**config.mk**
```make
export PLATFORM = sky130hd
export DESIGN_NAME = effect_sequencer
export DESIGN_NICKNAME = d
export VERILOG_FILES = /design/src/rtl/effect_sequencer.sv
export SDC_FILE = /design/constraint.sdc
export NUM_CORES = 1
export LEC_CHECK = 0
export ABC_AREA = 1
export BUFFER_PORTS_ARGS = -buffer_cell sky130_fd_sc_hd__buf_2
export CAP_MARGIN = 40
export CORE_ASPECT_RATIO = 0.6
export CORE_MARGIN = 4
export CORE_UTILIZATION = 58
export CTS_BUF_LIST = sky130_fd_sc_hd__clkbuf_4
export DETAILED_ROUTE_END_ITERATION = 8
export PLACE_DENSITY = 0.82
export SLEW_MARGIN = 5
export SYNTH_ARGS = -nofsm -noshare
export SYNTH_HDL_FRONTEND = slang
export SYNTH_SLANG_ARGS = --single-unit
```
**constraint.sdc**
```tcl
create_clock -name clk -period 3.4 [get_ports clk]
set_clock_uncertainty 0.05 [all_clocks]
set_input_delay 0.68 -clock clk [delete_from_list [all_inputs] [get_ports clk]]
set_output_delay 0.68 -clock clk [all_outputs]
set_load 0.01 [all_outputs]
```
**src/rtl/effect_sequencer.sv**
```systemverilog
// Display effect sequencer: cycles effect codes with a 2-cycle blanking gap and streams seven text slots on load.
// Build macro EFFECT_SEQ_AUTO_EN enables the dwell counter and timed auto-advance.
module effect_sequencer #(
  parameter int          NUM_EFFECTS  = 5,
  parameter logic [27:0] DWELL_CYCLES = 28'd250000000
) (
  input  logic        clk,
  input  logic        rst_n,
  input  logic        btn_next,
  input  logic        btn_freq,
  input  logic        auto_en,
  input  logic        load_req,
  input  logic [48:0] text_in,
  output logic [2:0]  enable,
  output logic [1:0]  frequency,
  output logic [3:0]  check,
  output logic [6:0]  text_index,
  output logic        busy,
  output logic [1:0]  dbg_state_o
);

  typedef enum logic [1:0] {RUN = 2'd0, BLANK = 2'd1, LOAD = 2'd2} state_e;

  localparam logic [2:0] LAST_EFFECT = 3'(NUM_EFFECTS - 1);

  state_e      state_q, state_d;
  logic        blank_cnt_q, blank_cnt_d;
  logic [2:0]  effect_q, effect_d;
  logic        pend_q, pend_d;
  logic [2:0]  slot_q, slot_d;
  logic [6:0]  text_q [7];
  logic [6:0]  text_d [7];
  logic        btn_next_q, btn_freq_q;
  logic [1:0]  freq_q;
  logic [2:0]  enable_q, enable_d;
  logic [3:0]  check_q, check_d;
  logic [6:0]  idx_q, idx_d;
  logic        busy_q, busy_d;
  logic        next_edge, dwell_exp, dwell_clr;

  assign next_edge = btn_next & ~btn_next_q;

  // load_req/busy handshake: a load_req pulse is accepted in any cycle where busy is low and the
  // FSM is not loading; busy rises the next cycle and stays high for exactly the 7 slot writes.
  always_comb begin
    state_d     = state_q;
    blank_cnt_d = blank_cnt_q;
    effect_d    = effect_q;
    pend_d      = pend_q;
    slot_d      = slot_q;
    text_d      = text_q;
    idx_d       = idx_q;
    dwell_clr   = 1'b0;
    case (state_q)
      RUN: begin
        if (load_req) begin
          pend_d = pend_q | next_edge;
        end else if (next_edge || pend_q || dwell_exp) begin
          effect_d    = (effect_q == LAST_EFFECT) ? 3'd0 : effect_q + 3'd1;
          state_d     = BLANK;
          blank_cnt_d = 1'b0;
          pend_d      = 1'b0;
          dwell_clr   = 1'b1;
        end
      end
      BLANK: begin
        if (next_edge) pend_d = 1'b1;
        if (!load_req) begin
          if (blank_cnt_q) state_d = RUN;
          else             blank_cnt_d = 1'b1;
        end
      end
      default: begin
        if (next_edge) pend_d = 1'b1;
        if (slot_q == 3'd6) begin
          state_d     = BLANK;
          blank_cnt_d = 1'b0;
        end else begin
          slot_d = slot_q + 3'd1;
          idx_d  = text_q[slot_q + 3'd1];
        end
      end
    endcase
    // Load acceptance overrides RUN/BLANK progress; the advance (if any) was kept pending above.
    if (load_req && state_q != LOAD) begin
      for (int k = 0; k < 7; k++) text_d[k] = text_in[7*k +: 7];
      state_d   = LOAD;
      slot_d    = 3'd0;
      idx_d     = text_in[6:0];
      dwell_clr = 1'b1;
    end
    enable_d = (state_d == RUN) ? effect_d : 3'b111;
    busy_d   = (state_d == LOAD);
    check_d  = (state_d == LOAD) ? {1'b0, slot_d} : 4'hF;
  end

  always_ff @(posedge clk) begin
    if (!rst_n) begin
      state_q     <= BLANK;
      blank_cnt_q <= 1'b0;
      effect_q    <= 3'd0;
      pend_q      <= 1'b0;
      slot_q      <= 3'd0;
      for (int k = 0; k < 7; k++) text_q[k] <= 7'd0;
      btn_next_q  <= 1'b0;
      btn_freq_q  <= 1'b0;
      freq_q      <= 2'b01;
      enable_q    <= 3'b111;
      check_q     <= 4'hF;
      idx_q       <= 7'd0;
      busy_q      <= 1'b0;
    end else begin
      state_q     <= state_d;
      blank_cnt_q <= blank_cnt_d;
      effect_q    <= effect_d;
      pend_q      <= pend_d;
      slot_q      <= slot_d;
      text_q      <= text_d;
      btn_next_q  <= btn_next;
      btn_freq_q  <= btn_freq;
      if (btn_freq && !btn_freq_q) freq_q <= freq_q + 2'd1;
      enable_q    <= enable_d;
      check_q     <= check_d;
      idx_q       <= idx_d;
      busy_q      <= busy_d;
    end
  end

`ifdef EFFECT_SEQ_AUTO_EN
  logic [27:0] dwell_q;

  assign dwell_exp = (state_q == RUN) && auto_en && (dwell_q == DWELL_CYCLES - 28'd1);

  always_ff @(posedge clk) begin
    if (!rst_n || dwell_clr)          dwell_q <= 28'd0;
    else if (state_q == RUN && auto_en) dwell_q <= dwell_q + 28'd1;
  end
`else
  logic unused_cfg;

  assign dwell_exp  = 1'b0;
  assign unused_cfg = ^{auto_en, dwell_clr, DWELL_CYCLES};
`endif

  assign enable      = enable_q;
  assign frequency   = freq_q;
  assign check       = check_q;
  assign text_index  = idx_q;
  assign busy        = busy_q;
  assign dbg_state_o = state_q;

endmodule

```
# Word level (Yosys, flattened, before mapping)
# Index checks and enable logic that the tools add are counted.
dict set report classes {
  addsub 3
  order_cmp 1
  n_eq_ne 11
  mux 29
  bitwise 4
  n_reduce_logical 14
}
# operator count
set op_table {}
lappend op_table {{$mux 7} 5}
lappend op_table {{$bmux 7 s3} 1}
lappend op_table {{$mux 3} 7}
lappend op_table {{$mux 2} 6}
lappend op_table {{$ne 2x2->1 const B} 4}
lappend op_table {{$reduce_and 2->1} 4}
lappend op_table {{$mux 1} 7}
lappend op_table {{$add 3x1->3 const B} 2}
lappend op_table {{$eq 3x3->1 const B} 2}
lappend op_table {{$ge 4x4->1 const B} 1}
lappend op_table {{$logic_not 2->1} 2}
lappend op_table {{$mux 4} 1}
lappend op_table {{$ne 2x1->1 const B} 2}
lappend op_table {{$not 3->4} 1}
lappend op_table {{$pmux 2 s2} 1}
lappend op_table {{$reduce_and 4->1} 1}
lappend op_table {{$ne 3x3->1 const B} 1}
lappend op_table {{$reduce_bool 3->1} 1}
lappend op_table {{$add 2x1->2 const B} 1}
lappend op_table {{$eq 2x1->1 const B} 1}
lappend op_table {{$eq 2x2->1 const B} 1}
lappend op_table {{$logic_and 1x1->1} 2}
lappend op_table {{$pmux 1 s2} 1}
lappend op_table {{$reduce_bool 2->1} 1}
lappend op_table {{6 further kinds} 6}
dict set report totals {
  reg_bits 78
  input_bits 55
  output_inout_bits 19
  word_cells 82
}

# Logic depth before layout (Yosys ltp)
# Gate-level depths: netlist of the first run.
dict set report logic_depth {
  word_depth 9
  mapped_depth 11
}

# Worst setup path after synthesis of the first run
# Ideal clock, no wire load.
dict set report synth_path {
  path_kind {register -> register}
  start {reg slot_q[0]}
  end {reg idx_q[5] (netlist: text_index[5])}
  arrival_time_ns 1.497
  required_time_ns 3.231
  slack_ns 1.733
  path_stages_with_launch 10
  n_path_buf 2
  period_less_slack_ns 1.667
  path_cell_list {dfxtp_1 -> inv_1 -> buf_2 -> ha_1 -> clkbuf_1 -> nand3_1 -> nand2_1 -> nand2_1 -> nand3_1 -> a21oi_1}
}
dict set report synth_between {
  elab_chain_len 8
  elab_cells_between_ends 11
}
# item line_no
set synth_lines {}
lappend synth_lines {{from (decl)} 30} ;# logic [2:0] slot_q, slot_d;
lappend synth_lines {{from (signal assigned)} 117} ;# slot_q <= slot_d;
lappend synth_lines {{$add 3x1->3} 80} ;# idx_d = text_q[slot_q + 3'd1];
lappend synth_lines {{$not 3->4 (not written as such)} 80}
lappend synth_lines {{$bmux 7 s3} 80}
lappend synth_lines {{$mux 7 (not written as such) (2 in a row)} 80}
lappend synth_lines {{$mux 7} 75} ;# if (slot_q == 3'd6) begin
lappend synth_lines {{$mux 7} 54} ;# case (state_q)
lappend synth_lines {{$mux 7} 85} ;# if (load_req && state_q != LOAD) begin
lappend synth_lines {{to (signal assigned)} 124} ;# idx_q <= idx_d;
lappend synth_lines {{to (decl)} 37} ;# logic [6:0] idx_q, idx_d;
# Several ways; a longest one is shown, not always the timed one. The select of a mux whose other input is x is not followed.
# A chain may end at the register's enable or synchronous reset.

# Worst setup path after layout of the first run
dict set report layout_path {
  start {reg slot_q[0]}
  end {reg idx_q[1] (netlist: text_index[1])}
}
# The elaborated chain is that of the path after synthesis.

==> results of run 1 <==
[power by group]
part / total, mW / switching [mW] / internal (mW)
sequential: 1.02 / 0.0365 / 0.987
clock: 0.544 / 0.314 / 0.230
combinational: 0.304 / 0.191 / 0.112
total: 1.87 / 0.542 / 1.33
[kinds of logic after synthesis]
family          Yosys count
xor+xnor                  2
simple gates            238
fa+ha+maj                 4
compound gates           90
buf+inv                  70
flops                    78
[metal layers]
metal  global-route usage (%)  part of all wire [%]  vias up
li1                         -                     -     1641
met1                     30.5                    48     1413
met2                     34.8                    42      113
met3                     8.88                   9.1        6
met4                     6.54                  0.71        0
met5                        0                     0        -
[area by class of cell]
class | count | area [sq um]
clock buffers | 10 | 75.1
clock inverters | 6 | 61.3
fillers | 507 | 1800
inverters | 43 | 164
multi-input cells | 334 | 1480
flip-flops and latches | 78 | 1560
well taps | 80 | 100
repair buffers | 75 | 383
[how the worst min path moves through the flow]
stage	from	to	slack, ns
CTS	btn_freq	btn_freq_q$_SDFF_PN0_	0.38
finish	btn_freq	btn_freq_q$_SDFF_PN0_	0.40
global route	btn_freq	btn_freq_q$_SDFF_PN0_	0.37
global placement	text_q[14]$_SDFFE_PN0P_	text_q[14]$_SDFFE_PN0P_	0.39
detailed placement	text_q[17]$_SDFFE_PN0P_	text_q[17]$_SDFFE_PN0P_	0.40
floorplan	text_q[10]$_SDFFE_PN0P_	text_q[10]$_SDFFE_PN0P_	0.38
[worst reg2reg max path, cell delays in order (launching register included)]
cell and delay (ns):
dfxtp_1 0.32, inv_1 0.50, ha_1 0.73, inv_1 0.31, nand3_1 0.16, nand2_1 0.06
nand2_1 0.06, nand3_1 0.11, a21oi_1 0.19
[registers in the layout, indices dropped and copies added, names as in the netlist]
signal	count
dbg_state_o	2
check	4
text_q	49
text_index	7
effect_q	3
busy	1
slot_q	3
btn_next_q	1
blank_cnt_q	1
enable	3
pend_q	1
frequency	2
btn_freq_q	1
[metrics by stage]
step                      utilization (%)  instance area [sq um]
final                                68.0                   3830
after global routing                 68.0                   3830
after CTS                            68.0                   3830
after detailed placement             65.6                   3690
after global placement               65.6                   3690
after floorplan                         -                   3390
[synthesized netlist by cell type (all sizes together)]
master / number / area share (%)
nand2: 123 / 14
clkbuf: 7 / 0.78
nor3: 1 / 0.15
a21oi: 32 / 4.8
clkinv: 1 / 0.11
buf: 20 / 4.6
o21ai: 57 / 8.4
ha: 4 / 1.5
xnor2: 1 / 0.26
o2111ai: 1 / 0.26
dfxtp: 78 / 46
nor2: 83 / 9.3
xor2: 1 / 0.26
nand3: 31 / 4.6
inv: 42 / 4.7
==> impl_metrics.env, run 1 <==
export IMPL_tritoncts="yes"
export IMPL_post_place_ws_ns=0.959
export IMPL_whs_ns=0.397
export IMPL_r2r_end="text_index[1]$_SDFFE_PN0P_"
export IMPL_gp_congestion=0.843
export IMPL_cts_inserted_buffers=9
export IMPL_grt_overflow_total=0
export IMPL_syn_to_final_growth_pct=12.9
export IMPL_synthesis_nets=541
export IMPL_layout_drive_gt1_share_pct=18.1
export IMPL_end_kind="register"
export IMPL_cts_buffer_depth=2
export IMPL_final_cells=626
export IMPL_hold_buffers=0
export IMPL_initial_core_util_pct=60.3
export IMPL_slowest_stage="ha_1"
export IMPL_vdd_drop_max_v=0.000259
export IMPL_final_hold_violation_count=0
export IMPL_synth_mux_area_share_pct=0
export IMPL_synthesis_area_sq_um=3390
export IMPL_slew_headroom_pct=52.1
export IMPL_cp_max_fo=23
export IMPL_die_x_microns=107
export IMPL_cp_num_buf_inv=2
export IMPL_status="finished clean"
export IMPL_endpoint="text_index[1]$_SDFFE_PN0P_"
export IMPL_p_total_mw=1.87
export IMPL_synth_compound_area_share_pct=13.5
export IMPL_rsz0062_at_grt="no"
export IMPL_die_area_sq_um=7170
export IMPL_syn_area_per_cell_sq_um=7.03
export IMPL_coreArea_sq_um=5620
export IMPL_fmax_ghz=0.393
export IMPL_first_iter_violations=196
export IMPL_final_antenna_net_count=0
export IMPL_clk_latency_ns=0.43
export IMPL_grt_pass1_vias=2868
export IMPL_slowest_delay_ns=0.73
export IMPL_cp_depth=8
export IMPL_synth_seq_cells=78
export IMPL_num_nets_final=600
export IMPL_cts_root_buf="clkbuf_4"
export IMPL_io_buffers=72
export IMPL_grt_max_degree=77
export IMPL_dp_cells=610
export IMPL_die_height_microns=67.2
export IMPL_yosys_warnings=0
export IMPL_synth_xor_area_share_pct=0.517
export IMPL_drv_slew=0
export IMPL_synth_cells=482
export IMPL_yosys_area_share_simple_pct=28.2
export IMPL_r2r_cells=8
export IMPL_vias_per_cell=5.07
export IMPL_mostFrequentLayoutCells="118 x nand2_1, 81 x nor2_1, 78 x dfxtp_1"
export IMPL_leakage_nw=1.84
export IMPL_maxCapViolCount=0
export IMPL_grt_pass1_wl_mm=12.8
export IMPL_ys_seq_area_share_pct=46.1
export IMPL_min_period_ns=2.54
export IMPL_dp_hpwl_mm=5.58
export IMPL_finalSetupViolCount=0
export IMPL_ys_types=24
export IMPL_htree_num_levels=3
export IMPL_r2r_slack_ns=0.86
export IMPL_rows=21
export IMPL_critPathLaunch="slot_q[0]$_SDFF_PN0_"
export IMPL_clock_sinks=78
export IMPL_antennaDiodeCount=0
export IMPL_clk_transition_reported_paths_ns=0.12
export IMPL_antenna_found_initial=0
export IMPL_start_kind="register"
export IMPL_powerDensity_nw_per_um2=489
export IMPL_worstMarginPinSlew_ns=0.719
export IMPL_worstSetupPathType="reg -> reg"
export IMPL_crit_chain="inv_1 > ha_1 > inv_1 > nand3_1 > nand2_1 > nand2_1 > nand3_1 > a21oi_1"
export IMPL_fin_setup_tns_ns=0
export IMPL_first_pass_iters=4
export IMPL_vias=3173
export IMPL_wire_per_inst_microns=12.4
export IMPL_cts_resized=0
export IMPL_worst_ep_required_time_ns=3.70
export IMPL_grtUsageTotal_pct=22.9
export IMPL_finalCritPeriodShare_pct=74.8
export IMPL_postCtsSetupBuffers=0
export IMPL_drc_errors=0
export IMPL_io_pins=74
export IMPL_worstHoldPathType="in -> reg"
export IMPL_arrival_ns=2.85
export IMPL_final_common_cell="nand2_1"
export IMPL_routed_wl_mm=7.79
export IMPL_worstReg2RegStart="slot_q[0]$_SDFF_PN0_"
export IMPL_holdPathStages=3
export IMPL_synth_top_family_by_area="simple AND/OR/NAND/NOR gates"
export IMPL_synth_fa_ha_area_share_pct=1.48
export IMPL_critPathTopFamily="buffers and inverters"
export IMPL_worst_slack_ns=0.858
Note: power is estimated with default switching activity, not from simulation.
==> inputs of run 2 (changes only) <==
Settings changed: CORE_UTILIZATION 58 to 51, PLACE_DENSITY 0.82 to 0.77.
Clock period 3.4 ns to 2.19 ns, I/O delays scaled along.
==> impl_metrics.env, run 2 (synthesis results as in run 1) <==
export IMPL_hold_buffers=0
export IMPL_finalCritPeriodShare_pct=83.4
export IMPL_arrival_ns=2.14
export IMPL_gp_congestion=0.846
export IMPL_cts_root_buf="clkbuf_4"
export IMPL_vias_per_cell=5.08
export IMPL_largest_register="text_q"
export IMPL_num_nets_final=604
export IMPL_whs_ns=0.149
export IMPL_worstMarginPinSlew_ns=0.554
export IMPL_die_area_sq_um=8060
export IMPL_cp_max_fo=15
export IMPL_postCtsSetupBuffers=0
export IMPL_min_period_ns=1.83
export IMPL_clk_transition_reported_paths_ns=0.12
export IMPL_tritoncts="yes"
export IMPL_initial_core_util_pct=54.0
export IMPL_grt_pass1_vias=2877
export IMPL_htree_num_levels=3
export IMPL_hold_path_end="btn_freq_q$_SDFF_PN0_"
export IMPL_p_total_mw=2.86
export IMPL_crit_chain="buf_4 > ha_1 > inv_1 > nand2_1 > nand2_1 > nor2_1 > nand2_1 > nand3_1 > a21oi_1"
export IMPL_start_kind="register"
export IMPL_rsz0062_at_grt="no"
export IMPL_powerDensity_nw_per_um2=743
export IMPL_maxCapViolCount=0
export IMPL_first_iter_violations=263
export IMPL_grt_max_degree=41
export IMPL_leakage_nw=1.85
export IMPL_first_pass_iters=5
export IMPL_grt_pass1_wl_mm=13.0
export IMPL_placed_area_sq_um=3720
export IMPL_cts_inserted_buffers=9
export IMPL_cts_resized=0
export IMPL_dp_hpwl_mm=5.65
export IMPL_vdd_drop_max_v=0.000352
export IMPL_syn_to_final_growth_pct=13.4
export IMPL_worstSetupPathType="reg -> reg"
export IMPL_min_delay_start="btn_freq"
export IMPL_finalSetupViolCount=0
export IMPL_dp_cells=618
export IMPL_post_place_ws_ns=0.406
export IMPL_holdPathStages=3
export IMPL_final_common_cell="nand2_1"
export IMPL_antenna_found_initial=0
export IMPL_mostFrequentLayoutCells="118 x nand2_1, 81 x nor2_1, 78 x dfxtp_1"
export IMPL_rows=22
export IMPL_status="finished clean"
export IMPL_critPathTopFamily="simple AND/OR/NAND/NOR gates"
export IMPL_r2r_slack_ns=0.36
export IMPL_worst_ep_required_time_ns=2.51
export IMPL_num_fill_cells=607
export IMPL_routed_wl_mm=7.75
export IMPL_coreArea_sq_um=6280
export IMPL_end_kind="register"
export IMPL_slew_headroom_pct=63.0
export IMPL_final_cells=632
export IMPL_grtUsageTotal_pct=20.0
export IMPL_final_util_pct=61.3
export IMPL_drc_errors=0
export IMPL_finalInstanceArea_sq_um=3840
export IMPL_die_x_microns=113
export IMPL_slowest_delay_ns=0.41
export IMPL_clock_sinks=78
export IMPL_cts_buffer_depth=2
export IMPL_r2r_cells=9
export IMPL_cp_num_buf_inv=2
export IMPL_largest_reg_flops=49
export IMPL_vias=3210
export IMPL_crit_top_cell="nand2_1"
export IMPL_grt_overflow_total=0
export IMPL_worstHoldPathType="in -> reg"
export IMPL_final_hold_violation_count=0
export IMPL_fin_setup_tns_ns=0
export IMPL_io_buffers=72
export IMPL_worst_slack_ns=0.365
export IMPL_die_height_microns=71.2
export IMPL_drv_slew=0
export IMPL_layout_drive_gt1_share_pct=18.4
export IMPL_fmax_ghz=0.548
export IMPL_r2r_end="text_index[0]$_SDFFE_PN0P_"
export IMPL_antennaDiodeCount=0
export IMPL_final_antenna_net_count=0
export IMPL_worstReg2RegStart="slot_q[0]$_SDFF_PN0_"
export IMPL_slowest_stage="nand2_1"
export IMPL_wire_per_inst_microns=12.3
export IMPL_clk_latency_ns=0.43
export IMPL_io_pins=74
## run 2: changes by cell type in the layout (fill, tap and decap cells not counted), sizes merged
cell	before	now
buf	75	79
clkbuf	10	9
inv	43	42
## run 2: worst min-delay path: stages
cell and delay, ns:
buf_2 0.09, nand2_1 0.04, inv_1 0.04
## run 2: power breakdown
part / internal, mW / total [mW] / switching (mW)
clock: 0.328 / 0.794 / 0.466
sequential: 1.53 / 1.59 / 0.0556
combinational: 0.180 / 0.477 / 0.297
## run 2: per-layer routing
| metal | wire [microns] | part of all wire (%) | global-route usage (%) | vias to the layer above |
|---|---|---|---|---|
| met3 | 728 | 9.4 | 7.61 | 10 |
| li1 | - | - | - | 1642 |
| met5 | 0 | 0 | 0 | - |
| met4 | 89 | 1.1 | 5.20 | 0 |
| met2 | 3240 | 42 | 28.5 | 109 |
| met1 | 3690 | 48 | 28.3 | 1449 |
## run 2: final cells by class
type | count | area [sq um] | share of cell area, %
repair buffers | 79 | 413 | 10.7
inverters | 43 | 164 | 4.26
multi-input cells | 334 | 1480 | 38.5
clock inverters | 5 | 52.6 | 1.37
flip-flops and latches | 78 | 1560 | 40.6
clock buffers | 9 | 67.6 | 1.76
well taps | 84 | 105 | 2.73
## run 2: worst max-delay path by stage
stage                                    start                    endpoint  cells past startpoint
final                     slot_q[0]$_SDFF_PN0_  text_index[0]$_SDFFE_PN0P_                      9
after global routing      slot_q[0]$_SDFF_PN0_  text_index[5]$_SDFFE_PN0P_                      8
after CTS                 slot_q[0]$_SDFF_PN0_  text_index[5]$_SDFFE_PN0P_                      8
after detailed placement  slot_q[0]$_SDFF_PN0_  text_index[5]$_SDFFE_PN0P_                      8
after global placement    slot_q[0]$_SDFF_PN0_  text_index[0]$_SDFFE_PN0P_                      8
after floorplan           slot_q[0]$_SDFF_PN0_  text_index[5]$_SDFFE_PN0P_                      9
==> inputs of run 3 (changes only) <==
Settings changed: ABC_AREA 1 to 0.
Clock period 2.19 ns to 1.6 ns, I/O delays scaled along.
==> impl_metrics.env, run 3 <==
export IMPL_p_total_mw=4.11
export IMPL_worstMarginPinSlew_ns=0.269
export IMPL_finalCritPeriodShare_pct=96.9
export IMPL_fin_setup_tns_ns=0
export IMPL_grt_max_degree=73
export IMPL_clk_latency_ns=0.42
export IMPL_coreArea_sq_um=6300
export IMPL_vdd_drop_max_v=0.000483
export IMPL_synth_top_cells_by_area="dfxtp_1 46%, nand2_1 12%, a21boi_0 11%, mux2i_1 6.7%, o21ai_0 2.5%"
export IMPL_largest_reg_flops=49
export IMPL_synthArstFlopShare_pct=0
export IMPL_multi_input_area_sq_um=1760
export IMPL_num_nets_final=521
export IMPL_vias_per_cell=5.24
export IMPL_yosys_warnings=0
export IMPL_arrival_ns=1.82
export IMPL_clk_transition_reported_paths_ns=0.13
export IMPL_final_util_pct=66.9
export IMPL_rows=22
export IMPL_die_x_microns=114
export IMPL_grt_pass1_vias=2689
export IMPL_mostFrequentLayoutCells="106 x nand2_1, 75 x dfxtp_1, 72 x buf_2"
export IMPL_worstReg2RegStart="slot_q[0]$_SDFF_PN0_"
export IMPL_dp_hpwl_mm=5.55
export IMPL_drv_slew=0
export IMPL_num_fill_cells=515
export IMPL_grt_pass1_wl_mm=12.7
export IMPL_synthesis_nets=446
export IMPL_seq_area_sq_um=1570
export IMPL_cp_max_fo=7
export IMPL_wire_per_inst_microns=14.3
export IMPL_antennaDiodeCount=0
export IMPL_htree_num_levels=3
export IMPL_largest_register="text_q"
export IMPL_antenna_found_initial=0
export IMPL_io_buffers=72
export IMPL_final_cells=551
export IMPL_cts_inserted_buffers=9
export IMPL_cts_root_buf="clkbuf_4"
export IMPL_final_antenna_net_count=0
export IMPL_grt_overflow_total=0
export IMPL_leakage_nw=1.69
export IMPL_synth_commonest_cells="108 x nand2_1, 78 x dfxtp_1, 49 x a21boi_0"
export IMPL_worstHoldPathType="in -> reg"
export IMPL_grtUsageTotal_pct=19.7
export IMPL_ys_types=41
export IMPL_slew_headroom_pct=81.5
export IMPL_worstSetupPathType="reg -> reg"
export IMPL_layout_drive_gt1_share_pct=28.7
export IMPL_first_pass_iters=5
export IMPL_end_kind="register"
export IMPL_min_delay_start="btn_next"
export IMPL_hold_buffers=0
export IMPL_final_common_cell="nand2_1"
export IMPL_synth_most_common_cell="nand2_1"
export IMPL_yosys_area_top_type="dfxtp_1"
export IMPL_cts_buffer_depth=2
export IMPL_maxCapViolCount=0
export IMPL_ys_seq_area_share_pct=45.7
export IMPL_first_iter_violations=240
export IMPL_io_pins=74
export IMPL_dp_cells=531
export IMPL_status="finished clean"
export IMPL_syn_area_per_cell_sq_um=8.83
export IMPL_finalSetupViolCount=0
export IMPL_synth_top_flop_cell="dfxtp_1"
export IMPL_final_hold_violation_count=0
export IMPL_critPathLaunch="slot_q[0]$_SDFF_PN0_"
export IMPL_tritoncts="yes"
export IMPL_initial_core_util_pct=54.2
export IMPL_drc_errors=0
export IMPL_routed_wl_mm=7.88
export IMPL_powerDensity_nw_per_um2=975
export IMPL_syn_to_final_growth_pct=23.4
export IMPL_synth_cells=387
export IMPL_vias=2887
export IMPL_min_period_ns=1.55
export IMPL_gp_congestion=0.832
export IMPL_synth_seq_cells=78
export IMPL_clock_sinks=78
export IMPL_die_height_microns=71.4
export IMPL_synthesis_area_sq_um=3420
export IMPL_worst_ep_required_time_ns=1.87
export IMPL_yosysTopAreaCellShare_pct=45.7
export IMPL_synth_edf_count=0
export IMPL_fmax_ghz=0.645
export IMPL_die_area_sq_um=8110
export IMPL_start_kind="register"
run 3: critical path: stages (launching register included):
cell      delay, ns
dfxtp_4        0.39
ha_4           0.18
xnor2_4        0.19
buf_6          0.14
nor3_4         0.03
buf_6          0.14
a211oi_1       0.24
o21ai_1        0.09
run 3: metal layers:
layer | part of all wire, % | wire (microns) | vias up | GRT usage, %
met5 | 0 | 0 | - | 0
met4 | 0.82 | 65 | 0 | 4.00
met3 | 7.4 | 581 | 7 | 7.51
met2 | 46 | 3590 | 90 | 29.8
met1 | 46 | 3650 | 1330 | 26.8
li1 | - | - | 1460 | -
run 3: repair_timing:
item                                   4_1_cts  5_1_grt
setup endpoints to repair                    7       11
endpoints found under the hold margin        0        0
setup buffers                                3        2
gates cloned                                 0        0
pin swaps                                    2       13
gates resized for setup                      7       25
run 3: power by group:
part	internal [mW]	switching, mW
Sequential	2.07	0.0803
Combinational	0.294	0.326
Clock	0.638	0.700
Total	3.00	1.11
run 3: logic make-up after synthesis:
family                     share of synthesized area (%)
buffers and inverters                               4.98
xor gates and xnor gates                            1.25
adders and majority gates                           1.47
AOI/OAI and AO/OA                                   21.2
and+or+nand+nor                                     18.6
muxes                                               6.74
DFF                                                 45.7
run 3: layout make-up:
cell class              instances  area share (%)
clock buffers                   9            1.60
well taps                      84            2.49
clock inverters                 7            2.31
inverters                       5           0.445
multi-input cells             277            41.8
flip-flops and latches         78            37.2
repair buffers                 91            14.1
run 3: worst paths after layout:
path | to | slack, ns | cells after the start
max reg2reg | text_index[3]$_SDFFE_PN0P_ | 0.05 | 7
max | text_index[3]$_SDFFE_PN0P_ | 0.05 | 7
min reg2reg | text_q[13]$_SDFFE_PN0P_ | 0.42 | 2
min | btn_next_q$_SDFF_PN0_ | 0.05 | 2
run 3: stage by stage:
step	instance area (sq um)	hold WS [ns]	setup slack [ns]
after floorplan	3440	0.385	0.00105
after global placement	3920	0.401	-0.0338
after detailed placement	3920	0.405	-0.138
after CTS	4150	0.0388	-0.0112
after global routing	4220	0.0286	-0.0138
final	4220	0.0515	0.0491
